### src/rtl/boot_pkg.sv
// Shared types and constants for the instruction-memory boot loader:
// FSM state encoding, byte-lane geometry and the length-prefix size.
package boot_pkg;

  typedef enum logic [2:0] {
    ST_LEN_LO,
    ST_LEN_HI,
    ST_DATA,
    ST_HOLD,
    ST_RUN,
    ST_ERR
  } boot_state_e;

  localparam int          BOOT_LEN_BYTES = 2;
  localparam int          LANE_W         = 8;
  localparam int          LANES          = 4;
  localparam logic [1:0]  LANE_FIRST     = 2'd0;
  localparam logic [1:0]  LANE_LAST      = 2'(LANES - 1);

endpackage

### src/rtl/imem_boot_loader_if.sv
// Byte-stream handshake plus instruction-memory write port of the boot loader.
// master = stream source / memory side, slave = the loader itself.
interface imem_boot_loader_if #(
  parameter int ADDR_W = 10
);
  logic [7:0]        in_data;
  logic              in_valid;
  logic              in_ready;
  logic              imem_we;
  logic [ADDR_W-1:0] imem_addr;
  logic [31:0]       imem_wdata;

  modport master (
    output in_data, in_valid,
    input  in_ready, imem_we, imem_addr, imem_wdata
  );

  modport slave (
    input  in_data, in_valid,
    output in_ready, imem_we, imem_addr, imem_wdata
  );
endinterface

### src/rtl/byte_word_packer.sv
// Packs four accepted bytes into one little-endian 32-bit word; 'full' marks
// the cycle whose byte completes the word, with 'word' valid alongside it.
module byte_word_packer
  import boot_pkg::*;
(
  input  logic        clk,
  input  logic        rst_n,
  input  logic        in_en,
  input  logic [7:0]  in_byte,
  output logic [31:0] word,
  output logic        full
);

  logic [1:0]                  cnt_q;
  logic [(LANES-1)*LANE_W-1:0] sreg_q;

  assign full = in_en && (cnt_q == LANE_LAST);
  assign word = {in_byte, sreg_q};

  // NOTE: non-blocking so every flop samples the pre-edge values of the others.
  always_ff @(posedge clk or negedge rst_n) begin
    if (!rst_n) begin
      cnt_q  <= LANE_FIRST;
      sreg_q <= '0;
    end else if (in_en) begin
      // Earlier bytes drift toward the low lanes; the count wraps 3 -> 0.
      sreg_q <= {in_byte, sreg_q[(LANES-1)*LANE_W-1:LANE_W]};
      cnt_q  <= cnt_q + 2'd1;
    end
  end

endmodule

### src/rtl/imem_boot_loader.sv
// Length-prefixed byte-stream loader: writes words to instruction memory,
// then releases the CPU reset after a settle interval.
module imem_boot_loader
  import boot_pkg::*;
#(
  parameter int ADDR_W      = 10,
  parameter int HOLD_CYCLES = 4
) (
  input  logic              clk_in,
  input  logic              rst,
  imem_boot_loader_if.slave bus,
  output logic              cpu_rst,
  output logic              done,
  output logic              err
);

  localparam int         HOLD_W   = $clog2(HOLD_CYCLES + 1);
  localparam logic [16:0] CAPACITY = 17'(1) << ADDR_W;

  boot_state_e       state_q, state_d;
  logic              ready_q, ready_d;
  logic [7:0]        len_lo_q;
  logic [15:0]       words_left_q;
  logic [ADDR_W-1:0] addr_q;
  logic [HOLD_W-1:0] hold_q;
  logic              we_q;
  logic [ADDR_W-1:0] waddr_q;
  logic [31:0]       wdata_q;
  logic              cpu_rst_q, done_q, err_q;

  logic              accept;
  logic [16:0]       len_n;
  logic              pk_en, pk_full;
  logic [31:0]       pk_word;

  assign accept = bus.in_valid && ready_q;
  assign len_n  = {1'b0, bus.in_data, len_lo_q};
  assign pk_en  = accept && (state_q == ST_DATA);

  byte_word_packer u_packer (
    .clk     (clk_in),
    .rst_n   (rst),
    .in_en   (pk_en),
    .in_byte (bus.in_data),
    .word    (pk_word),
    .full    (pk_full)
  );

  // NOTE: defaults first so every path assigns every output (no inferred latch).
  always_comb begin
    state_d = state_q;
    unique case (state_q)
      ST_LEN_LO: if (accept) state_d = ST_LEN_HI;
      ST_LEN_HI: begin
        if (accept) begin
          if (len_n == 17'd0)        state_d = ST_HOLD;
          else if (len_n > CAPACITY) state_d = ST_ERR;
          else                       state_d = ST_DATA;
        end
      end
      ST_DATA:   if (pk_full && (words_left_q == 16'd1)) state_d = ST_HOLD;
      ST_HOLD:   if (hold_q == '0) state_d = ST_RUN;
      ST_RUN:    state_d = ST_RUN;
      ST_ERR:    state_d = ST_ERR;
      default:   state_d = ST_LEN_LO;
    endcase
    ready_d = (state_d == ST_LEN_LO) || (state_d == ST_LEN_HI) || (state_d == ST_DATA);
  end

  always_ff @(posedge clk_in or negedge rst) begin
    if (!rst) begin
      state_q      <= ST_LEN_LO;
      ready_q      <= 1'b0;
      len_lo_q     <= '0;
      words_left_q <= '0;
      addr_q       <= '0;
      hold_q       <= '0;
      we_q         <= 1'b0;
      waddr_q      <= '0;
      wdata_q      <= '0;
      cpu_rst_q    <= 1'b1;
      done_q       <= 1'b0;
      err_q        <= 1'b0;
    end else begin
      state_q   <= state_d;
      ready_q   <= ready_d;
      cpu_rst_q <= (state_d != ST_RUN);
      done_q    <= (state_d == ST_RUN);
      err_q     <= (state_d == ST_ERR);
      we_q      <= pk_full;

      if (state_q == ST_LEN_LO && accept) len_lo_q <= bus.in_data;
      if (state_q == ST_LEN_HI && accept) words_left_q <= len_n[15:0];

      if (pk_full) begin
        waddr_q      <= addr_q;
        wdata_q      <= pk_word;
        addr_q       <= addr_q + ADDR_W'(1);
        words_left_q <= words_left_q - 16'd1;
      end

      // The extra count after a data load covers the registered write strobe,
      // so release lands HOLD_CYCLES edges after the strobe is seen high.
      if (state_q != ST_HOLD && state_d == ST_HOLD)
        hold_q <= (state_q == ST_DATA) ? HOLD_W'(HOLD_CYCLES) : HOLD_W'(HOLD_CYCLES - 1);
      else if (state_q == ST_HOLD && hold_q != '0)
        hold_q <= hold_q - HOLD_W'(1);
    end
  end

  assign bus.in_ready   = ready_q;
  assign bus.imem_we    = we_q;
  assign bus.imem_addr  = waddr_q;
  assign bus.imem_wdata = wdata_q;
  assign cpu_rst        = cpu_rst_q;
  assign done           = done_q;
  assign err            = err_q;

endmodule

### src/flat_wrapper.sv
// flat-port wrapper written by rule: the top's interface ports become plain ports
module imem_boot_loader_flat import boot_pkg::*;
#(
  parameter int ADDR_W      = 10,
  parameter int HOLD_CYCLES = 4
)
  (clk_in, rst, cpu_rst, done, err, bus_in_data, bus_in_valid, bus_in_ready, bus_imem_we, bus_imem_addr, bus_imem_wdata);
  imem_boot_loader_if #(.ADDR_W(ADDR_W)) bus_i ();
  input  logic clk_in;
  input  logic rst;
  output logic cpu_rst;
  output logic done;
  output logic err;
  input wire logic [$bits(bus_i.in_data)-1:0] bus_in_data;
  input wire logic [$bits(bus_i.in_valid)-1:0] bus_in_valid;
  output wire logic [$bits(bus_i.in_ready)-1:0] bus_in_ready;
  output wire logic [$bits(bus_i.imem_we)-1:0] bus_imem_we;
  output wire logic [$bits(bus_i.imem_addr)-1:0] bus_imem_addr;
  output wire logic [$bits(bus_i.imem_wdata)-1:0] bus_imem_wdata;
  assign bus_i.in_data = bus_in_data;
  assign bus_i.in_valid = bus_in_valid;
  assign bus_in_ready = bus_i.in_ready;
  assign bus_imem_we = bus_i.imem_we;
  assign bus_imem_addr = bus_i.imem_addr;
  assign bus_imem_wdata = bus_i.imem_wdata;
  imem_boot_loader #(.ADDR_W(ADDR_W), .HOLD_CYCLES(HOLD_CYCLES)) u_core (.clk_in(clk_in), .rst(rst), .bus(bus_i), .cpu_rst(cpu_rst), .done(done), .err(err));
endmodule
### config.mk
export PLATFORM = sky130hd
export DESIGN_NAME = imem_boot_loader_flat
export DESIGN_NICKNAME = d
export VERILOG_FILES = /design/src/rtl/boot_pkg.sv /design/src/rtl/imem_boot_loader_if.sv /design/src/rtl/byte_word_packer.sv /design/src/rtl/imem_boot_loader.sv /design/src/flat_wrapper.sv
export SDC_FILE = /design/constraint.sdc
export NUM_CORES = 1
export LEC_CHECK = 0
export ABC_AREA = 1
export BUFFER_PORTS_ARGS = -buffer_cell sky130_fd_sc_hd__buf_2
export CAP_MARGIN = 10
export CORE_UTILIZATION = 50
export CTS_CLUSTER_SIZE = 14
export DETAILED_ROUTE_END_ITERATION = 6
export PLACE_DENSITY = 0.81
export SLEW_MARGIN = 20
export SYNTH_ARGS = -nofsm -noshare
export SYNTH_HDL_FRONTEND = slang
export SYNTH_SLANG_ARGS = --single-unit
export TNS_END_PERCENT = 1
### constraint.sdc
create_clock -name clk_in -period 3.2 [get_ports clk_in]
set_clock_uncertainty 0.05 [all_clocks]
set_input_delay 0.64 -clock clk_in [delete_from_list [all_inputs] [get_ports clk_in]]
set_output_delay 0.64 -clock clk_in [all_outputs]
set_load 0.005 [all_outputs]
==> metrics <==
#FFs+latches synth approximately 110; Overflow after GRT 0; H-tree Lvls 4; Core Area approximately 9400 um^2; clk slew on worst S/H paths about 0.060 ns; Post-Syn Nets 556; Async SR Flop Fraction 100.0%; initial DRC count 278; status finished, final reports clean; RSZ-0062 raised after global routing no; Synth Area per Inst 9.141 um^2; post-route ant nets 0; Main synth FF type dfrtp_1; Total Nets Final 616; Max Freq 453.6 MHz; pre-CTS setup slack 0.9239 ns; largest net degree at the start of global routing 53; filler cell count about 760; TritonRoute pass-1 iters 5; first-pass GRT wire length 18,440 um; Final HPWL DP approximately 7200 um; die area 10,260 um^2; Post-synth EDFFs 0; Post-Route Setup TNS 0 ns; Final Hold Fails 0; Num CTS Buffers 17; worst skew pair latency 0.51 ns; detailed-route via count 3,903; crit path time final around 2.2 ns; DRC violation count after routing 0; worst rel slew slack 57.64%; PostCTS Resize Cnt 0; Critical Path RT 3.57 ns; PwrDens ~700 nW/um^2; ANT cells 0; crit path DAT 2.58 ns; Worst-Margin Slew 0.6339 ns; Clock Path Buffers 2; CTS tree yes; Yosys cell types 36; RePlAce Congestion 0.9341; max-cap viol count 0; Via-to-Cell Ratio approximately 5.3; area of placed instances ~5300 um^2; Hold-fix buffers, CTS 0; overall routing resource usage a little under a quarter; Tcrit/Tclk final 68.89%; Root Buffer clkbuf_8; fin area 5903 um^2; startpoint types register; Worst Setup End Kind register; Cells after Synth 539; VDD IR max about 0.0005 V; share of cells above drive strength 1 20.10%; port bufs 57; most frequent cells in the layout 137 x nand2_1, 112 x dfrtp_1, 82 x o21ai_0, 57 x inv_1, 56 x buf_2; R2R Path End u_core.words_left_q[6]; I/O pins 58; Area Growth Syn to Fin 19.81%; CTS sink cnt 113; sequential fraction of the synthesis area between 50% and 60%; Syn. warnings 0; cell area after synthesis 4927 um^2; final setup fails 0; r2r setup slk 1.0 ns; antenna violations before repair 0; fin worst setup slack 0.9954 ns; Die Width 101.3 um; WL per Instance 14.64 um; Hold Path Class in2async; Starting Density 52.58%; CP Max Fanout 13; R2R depth 7; CP startpoint u_core.state_q[2]; r2r startpoint u_core.state_q[2]; leading cell type in the layout, fill and taps excluded nand2_1; Layout Utilization a little over three fifths; Leak slightly below 0.003 uW; vias in the first global route approximately 3.9k; Max Slew Vio Count 0; Total Wirelength 10,850 um; die height 101.3 um; crit path kind reg2reg; row count 35; Post-CTS Setup Bufs 0
[where the power goes]
| group | total [uW] | leakage [uW] | switching (uW) | internal [uW] |
|---|---|---|---|---|
| Clock | 1810 | 0.000271 | 695 | 1110 |
| Combinational | 660 | 0.00120 | 425 | 235 |
| Sequential | 1780 | 0.00148 | 163 | 1620 |
| Total | 4250 | 0.00294 | 1280 | 2960 |
[routing by layer]
layer | track usage, % | vias up | share of wire (%)
met4 | 9.253 | 0 | 1.9
met1 | 30.28 | 1899 | 44
met3 | 6.901 | 22 | 5.8
met2 | 37.94 | 128 | 48
met5 | 0 | - | 0
li1 | - | 1854 | -
[cells by family after synthesis]
kind of cell | Yosys count | share of synthesized area (%)
AOI/OAI and AO/OA | 110 | 12.01
xor gates and xnor gates | 18 | 3.200
adders and majority gates | 6 | 1.524
buffers and inverters | 84 | 6.882
DFF | 113 | 57.42
muxes | 1 | 0.2285
and+or+nand+nor | 207 | 18.74
[through the flow]
step / std cells / power (uW) / hold slack [ns]
4_1_cts: 741 / 4250 / 0.005607
3_3_place_gp: 709 / 2400 / 0.4089
3_5_place_dp: 709 / 2432 / 0.4051
6_report: 741 / 4247 / 0.001503
5_1_grt: 741 / 4429 / 0.01638
2_1_floorplan: 539 / 2225 / 0.2944
[worst max path at each step]
stage / to / slack [ns] / depth (start not counted)
floorplan: u_core.addr_q[9] / 1.44 / 9
global placement: u_core.hold_q[1] / 0.98 / 12
detailed placement: u_core.hold_q[1] / 0.92 / 12
CTS: u_core.words_left_q[6] / 1.06 / 7
global route: u_core.words_left_q[6] / 0.78 / 7
finish: u_core.words_left_q[6] / 1.0 / 7
[synthesized netlist by cell type (all sizes together), types with 2 or more instances]
library cell  number  area (um^2)
xnor2              2        17.52
inv               63        236.5
o311ai             2        17.52
buf               13        72.57
nand3             19        110.1
a22oi              4        30.03
clkbuf             8        30.03
ha                 6        75.07
xor2              16        140.1
a21oi              8        40.04
o31ai              2        15.01
nor3               7        61.31
o21ai             88        440.4
dfrtp            112         2803
nor2              34        165.2
nand2            144        568.0
o211ai             4        30.03
[final cells by class]
class,instances,area [um^2],area share (%)
clock buffer,17,414.1,7.016
tap,129,161.4,2.734
clock inverter,15,157.7,2.671
sequential,113,2829,47.92
timing repair buffer,62,337.8,5.723
inverter,63,236.5,4.006
multi-input combinational,342,1767,29.93
[state kept, by name, indices dropped and copies added (netlist names)]
register and count:
u_core.bus.imem_wdata 32, u_core.u_packer.sreg_q 24, u_core.words_left_q 16, u_core.addr_q 10, u_core.bus.imem_addr 10, u_core.len_lo_q 8
u_core.hold_q 3, u_core.state_q 3, u_core.u_packer.cnt_q 2, u_core.bus.imem_we 1, u_core.bus.in_ready 1, u_core.cpu_rst 1
u_core.done 1, u_core.err 1
[critical path, stage by stage (launching register included)]
cell     delay, ns
dfrtp_1       0.46
nor2_1        0.23
nand2_1       0.13
nor2_2        0.44
inv_2         0.26
nand2_2       0.25
inv_1         0.11
o21ai_0       0.19
Note: power is estimated with default switching activity, not from simulation.
